===== config.mk =====
export PLATFORM = sky130hd
export DESIGN_NAME = xor_frame_checksum
export DESIGN_NICKNAME = d
export VERILOG_FILES = /design/src/rtl/xor_frame_checksum.sv
export SDC_FILE = /design/constraint.sdc
export NUM_CORES = 1
export LEC_CHECK = 0
export CAP_MARGIN = 20
export CORE_ASPECT_RATIO = 1.25
export CORE_MARGIN = 1
export CORE_UTILIZATION = 50
export DETAILED_ROUTE_END_ITERATION = 12
export PLACE_DENSITY = 0.77
export SETUP_SLACK_MARGIN = 0.2
export SYNTH_ARGS = -nofsm -noshare
export SYNTH_HDL_FRONTEND = slang
export SYNTH_SLANG_ARGS = --single-unit

===== constraint.sdc =====
create_clock -name clk -period 4 [get_ports clk]
set_input_delay 0.8 -clock clk [delete_from_list [all_inputs] [get_ports clk]]
set_output_delay 0.8 -clock clk [all_outputs]
set_load 0.01 [all_outputs]

===== src/rtl/xor_frame_checksum.sv =====
// xor_frame_checksum
//   Folds a valid/ready stream of WIDTH-bit words into a single XOR checksum
//   per frame. It also reports a parity bit, the frame length (saturating at
//   MAX_LEN) and an overlength flag. One result is presented per frame.
//
// Ports
//   clk, rst                  rising-edge clock, async active-high reset
//   in_valid/in_ready         word handshake from the source
//   in_data, in_last          word to fold, end-of-frame marker
//   out_valid/out_ready       result handshake to the sink
//   out_sum                   XOR of every word in the frame
//   out_parity                ^out_sum, inverted when ODD_PARITY != 0
//   out_len                   words in the frame, saturating at MAX_LEN
//   out_err                   frame was longer than MAX_LEN words
//
// State table
//   IDLE  | no frame open, waiting for the first word
//   ACCUM | frame open, at least one word folded in
//   HOLD  | result presented, input stalled until the sink takes it

module xor_frame_checksum #(
    parameter int WIDTH      = 8,
    parameter int MAX_LEN    = 16,
    parameter int ODD_PARITY = 0,
    localparam int LEN_W     = $clog2(MAX_LEN + 1)
) (
    input  logic             clk,
    input  logic             rst,
    input  logic             in_valid,
    output logic             in_ready,
    input  logic [WIDTH-1:0] in_data,
    input  logic             in_last,
    output logic             out_valid,
    input  logic             out_ready,
    output logic [WIDTH-1:0] out_sum,
    output logic             out_parity,
    output logic [LEN_W-1:0] out_len,
    output logic             out_err
);

    localparam logic             PAR_INV = (ODD_PARITY != 0);
    localparam logic [LEN_W-1:0] LEN_MAX = LEN_W'(MAX_LEN);
    localparam logic [LEN_W-1:0] LEN_ONE = LEN_W'(1);

    typedef enum logic [1:0] {
        IDLE  = 2'd0,
        ACCUM = 2'd1,
        HOLD  = 2'd2
    } state_t;

    state_t           state, state_nxt;
    logic [WIDTH-1:0] acc, acc_nxt;
    logic [LEN_W-1:0] len, len_nxt;
    logic             err, err_nxt;
    logic             accept;
    logic             load_res;

    // in_ready depends only on the registered state, so the sink's out_ready
    // never reaches back to the source combinationally.
    assign in_ready  = (state != HOLD);
    assign out_valid = (state == HOLD);
    assign accept    = in_valid & in_ready;

    always_ff @(posedge clk or posedge rst) begin
        if (rst) begin
            state      <= IDLE;
            acc        <= '0;
            len        <= '0;
            err        <= 1'b0;
            out_sum    <= '0;
            out_len    <= '0;
            out_err    <= 1'b0;
            out_parity <= PAR_INV;
        end else begin
            state <= state_nxt;
            acc   <= acc_nxt;
            len   <= len_nxt;
            err   <= err_nxt;
            // Result registers keep their values after the transfer; only
            // out_valid drops.
            if (load_res) begin
                out_sum    <= acc_nxt;
                out_len    <= len_nxt;
                out_err    <= err_nxt;
                out_parity <= (^acc_nxt) ^ PAR_INV;
            end
        end
    end

    always_comb begin
        state_nxt = state;
        acc_nxt   = acc;
        len_nxt   = len;
        err_nxt   = err;
        load_res  = 1'b0;
        case (state)
            IDLE: begin
                if (accept) begin
                    acc_nxt   = in_data;
                    len_nxt   = LEN_ONE;
                    err_nxt   = 1'b0;
                    load_res  = in_last;
                    state_nxt = in_last ? HOLD : ACCUM;
                end
            end
            ACCUM: begin
                if (accept) begin
                    acc_nxt = acc ^ in_data;
                    // The flag goes up on word MAX_LEN+1; the count stays
                    // pinned at MAX_LEN from then on.
                    if (len < LEN_MAX) begin
                        len_nxt = len + LEN_ONE;
                    end else begin
                        err_nxt = 1'b1;
                    end
                    load_res  = in_last;
                    state_nxt = in_last ? HOLD : ACCUM;
                end
            end
            HOLD: begin
                if (out_ready) begin
                    state_nxt = IDLE;
                end
            end
            default: begin
                state_nxt = IDLE;
            end
        endcase
    end

endmodule


==> reports/summary.txt, run 1 <==
outcome: finished clean
top_reg_cell synth: dfrtp_1
Die Wd: 51.97 um
Vias/cell: 5.652
max-slew violation count: 0
IR drop worst, VDD: 327.4 uV
Hold Path Class: reg2reg
io pins: 30
Hold Fails Final Rpt: 0
largest net degree at the start of global routing: 20
crit path to: out_valid
synth top area cells: dfrtp_1, mux2_2, a311oi_2, xnor2_1, a21oi_1
slew margin rel.: 0.6410
hold_buf cts: 0
WL final: 3.096 mm
Worst Tran Pin Value: 0.5380 ns
reg2reg path depth: 6
first-pass GRT wire length: 5.285 mm
# diodes: 0
PortBufs: 29
post-cts resize count: 0
clk_lat worst skew: 0.33 ns
post-route ant nets: 0
Commonest cells post-synth: dfrtp_1, a21oi_1, mux2_2
setup TNS: 0 ns
crit share post-route: 0.6399
setup violators final: 0
Area growth syn-to-layout: 24.38%
Compound-Gate Fraction of Synth Area: 0.1756
synthesized flop and latch total: 31
max_cap viols: 0
Setup Skew: 0.01178 ns
clock sink total: 31
Crit Path Category: reg2out
Setup crit end kind: output pin
placed cells: 196
CP startpoint: state[0]
register-to-register setup slack: 2.32 ns
clk slew on worst S/H paths: 0.09 ns
TritonRoute pass-1 iters: 4
Placement Cell Area: 1891 sq um
RSZ-0062 raised after global routing: no
crit path DAT: 1.76 ns
vias in the first global route: 1,164
grt ovf: 0
Synth area leader: dfrtp_1
worst-path maximum fanout: 9
die span in y: 64.46 um
CP Launch Type: register
Mean Syn Cell Area: 11.64 sq um
cts bufs inserted: 5
DRC viols: 0
Tmin final: 2.560 ns
fin area: 1941 sq um
LEAKAGE: 0.0008246 uW
Starting Density: 0.5297
initial antenna violation count: 0
Distinct cells, synth: 29
core area: 2945 sq um
worst r2r dst: out_parity
post-synthesis sequential area ratio: 0.4972
DP Wirelength: 2.346 mm
die area: 3349 sq um
number of synthesized flops with an enable pin: 0
DR vias: 1,153
R2R Path Start: state[1]
Syn Inst Count: 134
largest family of logic cells by synthesized area: compound AO/OA/AOI/OAI gates
total power: 1058 uW
setup bufs post-CTS: 0
fillers: 235
non-filler instance count after layout: 204
PD cells: 545.4 nW/um^2
GP Congestion: 0.6987
CTS root buf: clkbuf_4
H-tree depth: 2
DR WL/cell: 15.18 um
Cell Area, Synth: 1560 sq um
Nets: 181
final core occ: 0.6589
Synth Net Count: 148
most common cell in the netlist: dfrtp_1
Ys Warns: 0
Yosys top cell area share: 0.4972
mux share of post-synthesis cell area: 0.1395
critical path required time: 3.20 ns
Fmax achieved: 390.7 MHz
Max clock buf depth: 2
Synth Area in Simple Gates: 0.08500
GRT Overall Usage: 0.2189
layout cell share with drive strength beyond 1: 0.1905
row cnt: 22
Post-synth ARST share: 1.000
number of DRC markers in iteration 0: 15
Synth Area in XOR/XNOR: 0.06175
post-synthesis adder-cell area fraction: 0.008019
CTS tree: done
-- flip-flops by register name, summed over array words and instances (netlist names) --
register / flops
acc: 8
out_sum: 8
len: 5
out_len: 5
state: 2
err: 1
out_err: 1
out_parity: 1
-- per-layer routing --
metal / track usage / vias to the layer above / routed length [um]
li1: - / 554 / -
met1: 0.2523 / 560 / 1230
met2: 0.3702 / 30 / 1650
met3: 0.06573 / 9 / 127
met4: 0.08784 / 0 / 87
met5: 0 / - / 0
-- cells by family (layout without fill, tap and decap cells) --
| group | count (synthesis) | after routing |
|---|---|---|
| compound gates | 36 | 36 |
| xor+xnor | 11 | 11 |
| fa+ha+maj | 1 | 1 |
| buf+inv | 8 | 42 |
| flops | 31 | 31 |
| mux | 20 | 20 |
| simple gates | 27 | 27 |
-- metrics by stage --
| step | hold slack [ns] | setup WS (ns) |
|---|---|---|
| after global placement | 0.4816 | 1.467 |
| after CTS | 0.5053 | 1.407 |
| final | 0.4977 | 1.440 |
| after floorplan | 0.4702 | 2.137 |
| after detailed placement | 0.4849 | 1.392 |
| after global routing | 0.5281 | 1.316 |
-- power breakdown --
part	internal [uW]	switching, uW	total (uW)
combinational	238	179	417
clock	68.4	99.9	168
sequential	399	73.3	473
-- worst max-delay path, stage by stage, from the launching register on --
cell,delay [ns]
dfrtp_1,0.50
inv_2,0.22
nand2_1,0.12
inv_1,0.07
clkdlybuf4s50_1,0.52
-- cells in the final DEF (no fill, tap or decap), drive strengths merged --
master and n:
mux2 14, nand4b 1, clkdlybuf4s50 29, nor2b 1, ha 1, o21ai 3, a21oi 16, buf 2
a22o 1, inv 3, nor3 3, nand2b 3, clkinv 1, a311oi 8, mux2i 6, nor2 13
xnor2 11, nand2 6, a21o 2, a41oi 1, o21bai 1, o22ai 4, clkbuf 7, dfrtp 31
-- worst min path at each step --
stage | startpoint | end | slack [ns] | cells past startpoint
after floorplan | err | err | 0.47 | 2
after global placement | out_parity | out_parity | 0.48 | 2
after detailed placement | out_sum[6] | out_sum[6] | 0.48 | 1
after CTS | out_sum[6] | out_sum[6] | 0.51 | 1
after global routing | out_sum[7] | out_sum[7] | 0.53 | 1
final | out_sum[6] | out_sum[6] | 0.50 | 1
-- final cells by class --
cell class / instances / area [sq um] / area share
tap: 36 / 45.04 / 0.02321
sequential: 31 / 775.7 / 0.3997
inverter: 3 / 11.26 / 0.005803
timing repair buffer: 31 / 325.3 / 0.1676
multi-input combinational: 95 / 733.2 / 0.3778
clock buffer: 7 / 45.04 / 0.02321
clock inverter: 1 / 5.005 / 0.002579
Power figures use the tool's default switching activity.
==> run 2, diff against run 1 <==
==> constraint.sdc (replaced) <==
create_clock -name clk -period 2.5 [get_ports clk]
set_input_delay 0.5 -clock clk [delete_from_list [all_inputs] [get_ports clk]]
set_output_delay 0.5 -clock clk [all_outputs]
set_load 0.01 [all_outputs]
==> run 2 against run 1 <==
Routed wire length hardly changed. Clock power is 61% higher. Combinational power rose by 59%. Non-clock buffer count is the same. Sequential share of layout area rose by 0.35 points. Sequential power up 60%. Cell count stayed put. Power increased by 60%. Flip-flop and latch count is the same. Critical endpoint unchanged. Largest cell class unchanged. Highest routed layer unchanged.
==> reports/summary.txt, run 2 (synthesis gave the netlist of run 1 again) <==
outcome: finished clean (unchanged)
hold path start: out_sum[6] (unchanged)
post-route ant nets: 0 (unchanged)
fillers: 227 (was 235)
CP Launch Type: register (unchanged)
PortBufs: 29 (unchanged)
R2R Path Start: state[1] (unchanged)
die area: 3349 sq um (unchanged)
non-filler instance count after layout: 204 (unchanged)
hold path endpoint: out_sum[6] (unchanged)
CTS tree: done (unchanged)
setup TNS: 0 ns (unchanged)
GP Congestion: 0.7284 (was 0.6987)
critical path required time: 2.00 ns (was 3.20 ns)
H-tree depth: 2 (unchanged)
WL final: 3.099 mm (was 3.096 mm)
clk slew on worst S/H paths: 0.09 ns (about the same)
core area: 2945 sq um (unchanged)
CTS root buf: clkbuf_4 (unchanged)
Area growth syn-to-layout: 23.50% (was 24.38%)
vias in the first global route: 1,152 (was 1,164)
Vias/cell: 5.559 (was 5.652)
commonest non-fill, non-tap cell in the layout: dfrtp_1 (unchanged)
Nets: 181 (unchanged)
io pins: 30 (unchanged)
clk_lat worst skew: 0.33 ns (about the same)
Setup Skew: 0.003530 ns (was 0.01178 ns)
Reg area: 777.0 sq um (was 775.7 sq um)
Hold Path Class: reg2reg (unchanged)
DRC viols: 0 (unchanged)
crit path DAT: 1.66 ns (was 1.76 ns)
cts bufs inserted: 5 (unchanged)
DP Wirelength: 2.246 mm (was 2.346 mm)
# diodes: 0 (unchanged)
DR WL/cell: 15.19 um (was 15.18 um)
Tmin final: 2.160 ns
largest net degree at the start of global routing: 32 (was 20)
register-to-register setup slack: 0.83 ns (was 2.32 ns)
crit share post-route: 0.8641
Hold Fails Final Rpt: 0 (unchanged)
grt ovf: 0 (unchanged)
Die Wd: 51.97 um (unchanged)
hold depth: 1 (unchanged)
max_cap viols: 0 (unchanged)
reg2reg path depth: 4 (was 6)
LEAKAGE: 0.0008214 uW (was 0.0008246 uW)
number of DRC markers in iteration 0: 20 (was 15)
RSZ-0062 raised after global routing: no (unchanged)
layout cell share with drive strength beyond 1: 0.2083 (was 0.1905)
Starting Density: 0.5297 (unchanged)
Regs by FF count: acc (8), out_sum (8) (unchanged)
first-pass GRT wire length: 5.278 mm (was 5.285 mm)
row cnt: 22 (unchanged)
Crit Path Category: reg2out (unchanged)
setup violators final: 0 (unchanged)
worst-path maximum fanout: 9 (unchanged)
clock sink total: 31 (unchanged)
final core occ: 0.6542 (was 0.6589)
die span in y: 64.46 um (unchanged)
IR drop worst, VDD: 636.7 uV (was 327.4 uV)
commonest cells after routing, fill and taps aside: dfrtp_1, clkdlybuf4s50_1, a21oi_1 (unchanged)
placed cells: 196 (unchanged)
slew margin rel.: 0.7135 (was 0.6410)
DR vias: 1,134 (was 1,153)
Fmax achieved: 462.9 MHz
max-slew violation count: 0 (unchanged)
Multi-input gate area: 733.2 sq um (unchanged)
PD cells: 876.8 nW/um^2 (was 545.4 nW/um^2)
GRT Overall Usage: 0.2180 (was 0.2189)
initial antenna violation count: 0 (unchanged)
Max clock buf depth: 2 (unchanged)
TritonRoute pass-1 iters: 4 (unchanged)
Worst Tran Pin Value: 0.4282 ns (was 0.5380 ns)
worst r2r dst: out_sum[6] (was out_parity)
Hold WS: 0.5086 ns (was 0.4977 ns)
Setup crit end kind: output pin (unchanged)
-- run 2: changes by cell type in the layout (fill, tap and decap cells not counted) --
cell,before,now
clkbuf_1,2,0
buf_16,1,0
dfrtp_1,31,30
inv_2,1,0
inv_4,0,1
clkinv_2,1,3
buf_4,1,2
dfrtp_2,0,1
-- run 2: repair_timing --
item | 4_1_cts | 5_1_grt
buffers inserted | 0 | 0
hold endpoints to repair | 0 | 0
gates resized for setup | 0 | 2
setup endpoints to repair | 0 | 2
hold buffers | 0 | 0
-- run 2: final cells by class --
type                    instances  area share
multi-input cells              95      0.3805
clock inverters                 3    0.007792
flip-flops and latches         31      0.4032
clock buffers                   5     0.01948
inverters                       3    0.007143
repair buffers                 31      0.1584
well taps                      36     0.02338
-- run 2: routing by layer --
| metal | vias to the layer above | part of all wire | routed length [um] | global-route usage |
|---|---|---|---|---|
| li1 | 551 | - | - | - |
| met1 | 551 | 0.44 | 1354 | 0.2715 |
| met2 | 28 | 0.51 | 1583 | 0.3478 |
| met3 | 4 | 0.036 | 113 | 0.06338 |
| met4 | 0 | 0.015 | 48 | 0.09122 |
| met5 | - | 0 | 0 | 0 |
-- run 2: worst max-delay path by stage --
| stage | from | endpoint | depth (start not counted) |
|---|---|---|---|
| 2_1_floorplan | in_valid | out_err | 5 |
| 3_3_place_gp | in_valid | out_sum[6] | 5 |
| 3_5_place_dp | in_valid | out_sum[2] | 7 |
| 4_1_cts | state[0] | out_valid | 4 |
| 5_1_grt | state[0] | out_valid | 4 |
| 6_report | state[0] | out_valid | 4 |
-- run 2: power breakdown --
group / internal [uW] / switching, uW
combinational: 377 / 284
sequential: 639 / 118
clock: 104 / 166
total: 1120 / 569
-- run 2: worst max-delay path, cell delays in order, from the launching register on --
cell and delay [ns]:
dfrtp_2 0.50, inv_4 0.14, nand2_1 0.10, inv_1 0.06
clkdlybuf4s50_1 0.52
-- run 2: stage by stage --
step | power (uW) | setup slack, ns | cell area [sq um]
global route | 1803 | 0.2598 | 1927
CTS | 1707 | 0.2214 | 1923
global placement | 1401 | 0.2777 | 1871
floorplan | 1161 | 0.9368 | 1560
finish | 1689 | 0.3397 | 1927
detailed placement | 1431 | 0.2297 | 1871
==> run 3, diff against run 2 <==
--- a/config.mk
+++ b/config.mk
@@ -9,8 +9,10 @@
 export CORE_ASPECT_RATIO = 1.25
 export CORE_MARGIN = 1
 export CORE_UTILIZATION = 50
+export CTS_CLUSTER_DIAMETER = 50
 export DETAILED_ROUTE_END_ITERATION = 12
-export PLACE_DENSITY = 0.77
+export DONT_BUFFER_PORTS = 1
+export MAX_ROUTING_LAYER = met4
 export SETUP_SLACK_MARGIN = 0.2
 export SYNTH_ARGS = -nofsm -noshare
 export SYNTH_HDL_FRONTEND = slang
==> run 3 against run 2 <==
Sequential share of layout area increased by 6.7 points. Clock skew grew 0.0021 ns. Global-route usage fell by 2.0 points. Core utilization decreased by 9.4 points. Non-clock buffer count decreased by 29. Maximum frequency grew 17%. Critical path depth fell by 1. Via count is 9.6% lower. Clock-buffer cell count rose by 3. Critical endpoint unchanged. Cell count fell by 14%.
==> reports/summary.txt, run 3 (synthesis gave the netlist of run 1 again) <==
outcome: finished clean (unchanged)
Crit Path Category: reg2out (unchanged)
DP Wirelength: 1.897 mm (was 2.246 mm)
clk slew on worst S/H paths: 0.09 ns (about the same)
Max stage delay on crit path: 0.52 ns (about the same)
non-filler instance count after layout: 175 (was 204)
Max clock buf depth: 2 (unchanged)
reg2reg path depth: 4 (unchanged)
clk_lat worst skew: 0.32 ns (was 0.33 ns)
layout cell share with drive strength beyond 1: 0.2374 (was 0.2083)
grt ovf: 0 (unchanged)
crit share post-route: 0.7409 (was 0.8641)
largest net degree at the start of global routing: 32 (unchanged)
critical-path cell list: inv_2 > nand2_1 > inv_1 (was inv_4 > nand2_1 > inv_1 > clkdlybuf4s50_1)
PD cells: 937.2 nW/um^2 (was 876.8 nW/um^2)
core area: 2945 sq um (unchanged)
DRC viols: 0 (unchanged)
register-to-register setup slack: 0.83 ns (about the same)
Area growth syn-to-layout: 5.694% (was 23.50%)
max-slew violation count: 0 (unchanged)
GRT Overall Usage: 0.1983 (was 0.2180)
max_cap viols: 0 (unchanged)
Vias/cell: 5.857 (was 5.559)
Nets: 152 (was 181)
Setup crit end kind: output pin (unchanged)
R2R Path Start: state[1] (unchanged)
post-route ant nets: 0 (unchanged)
hold_buf cts: 0 (unchanged)
TritonRoute pass-1 iters: 4 (unchanged)
GRT met1 Usage: 0.2241 (was 0.2715)
initial antenna violation count: 0 (unchanged)
first-pass GRT wire length: 4.650 mm (was 5.278 mm)
vias in the first global route: 1,054 (was 1,152)
total power: 1546 uW (was 1689 uW)
clock sink total: 31 (unchanged)
die area: 3349 sq um (unchanged)
worst r2r dst: out_sum[6] (unchanged)
DR vias: 1,025 (was 1,134)
post-cts resize count: 0 (unchanged)
row cnt: 22 (unchanged)
CP max stage cell: dfrtp_1 (was clkdlybuf4s50_1)
CTS root buf: clkbuf_4 (unchanged)
commonest non-fill, non-tap cell in the layout: dfrtp_1 (unchanged)
number of DRC markers in iteration 0: 20 (unchanged)
WL final: 2.698 mm (was 3.099 mm)
setup TNS: 0 ns (unchanged)
die span in y: 64.46 um (unchanged)
Setup Skew: 0.005617 ns (was 0.003530 ns)
Regs by FF count: acc (8), out_sum (8) (unchanged)
GP Congestion: 0.7563 (was 0.7284)
DR WL/cell: 15.42 um (was 15.19 um)
Hold Path Class: in2async (was reg2reg)
setup violators final: 0 (unchanged)
H-tree depth: 2 (unchanged)
Tmin final: 1.852 ns (was 2.160 ns)
LEAKAGE: 0.0007156 uW (was 0.0008214 uW)
RSZ-0062 raised after global routing: no (unchanged)
slew margin rel.: 0.7080 (was 0.7135)
IR drop worst, VDD: 457.3 uV (was 636.7 uV)
setup bufs post-CTS: 0 (unchanged)
worst-path maximum fanout: 9 (unchanged)
cts bufs inserted: 5 (unchanged)
commonest cells after routing, fill and taps aside: dfrtp_1, a21oi_1, mux2_2 (was dfrtp_1, clkdlybuf4s50_1, a21oi_1)
PortBufs: 0 (was 29)
met3 usage: 0.07042 (was 0.06338)
Starting Density: 0.5297 (unchanged)
CP Launch Type: register (unchanged)
fillers: 268 (was 227)
Die Wd: 51.97 um (unchanged)
io pins: 30 (unchanged)
Most Crowded Layer GR: met2 (unchanged)
# diodes: 0 (unchanged)
Hold Fails Final Rpt: 0 (unchanged)
placed cells: 167 (was 196)
crit path DAT: 1.35 ns (was 1.66 ns)
critical path required time: 2.00 ns (about the same)
Fmax achieved: 539.9 MHz (was 462.9 MHz)
Worst Tran Pin Value: 0.4380 ns (was 0.4282 ns)
met2 usage: 0.2997 (was 0.3478)
CTS tree: done (unchanged)
run 3: where the power goes:
part	leakage [uW]	internal [uW]	switching, uW
sequential	0.000390	639	162
combinational	0.000287	223	194
clock	0.0000386	165	162
run 3: through the flow:
stage	area [sq um]	utilization	hold slack, ns	setup WS, ns
2_1_floorplan	1560	-	0.4702	0.9368
3_3_place_gp	1580	0.5365	0.4878	0.8360
3_5_place_dp	1580	0.5365	0.4979	0.8142
4_1_cts	1649	0.5599	0.1307	0.6257
5_1_grt	1649	0.5599	0.1405	0.5459
6_report	1649	0.5599	0.1317	0.6478
run 3: final cells by class:
cell class	count	area (sq um)	area share
timing repair buffer	2	15.01	0.009105
multi-input combinational	95	733.2	0.4446
tap	36	45.04	0.02731
sequential	31	775.7	0.4704
clock buffer	8	68.82	0.04173
inverter	3	11.26	0.006829
run 3: metal layers:
layer / vias to the layer above / share of wire
met4: 0 / 0.021
met5: - / 0
met1: 509 / 0.43
met2: 17 / 0.50
li1: 493 / -
met3: 6 / 0.046
run 3: how the worst max path moves through the flow:
stage | from | end | slack, ns | cells after the start
2_1_floorplan | in_valid | out_err | 0.94 | 5
3_3_place_gp | in_valid | out_sum[0] | 0.84 | 6
3_5_place_dp | in_valid | out_sum[7] | 0.81 | 6
4_1_cts | state[0] | out_valid | 0.63 | 3
5_1_grt | state[0] | out_valid | 0.55 | 3
6_report | state[0] | out_valid | 0.65 | 3
run 3: worst max-delay path, delay by kind of cell, from the launching register on:
kind,cells,cell delay [ns]
and+or+nand+nor,1,0.16
DFF,1,0.52
buffers and inverters,2,0.35
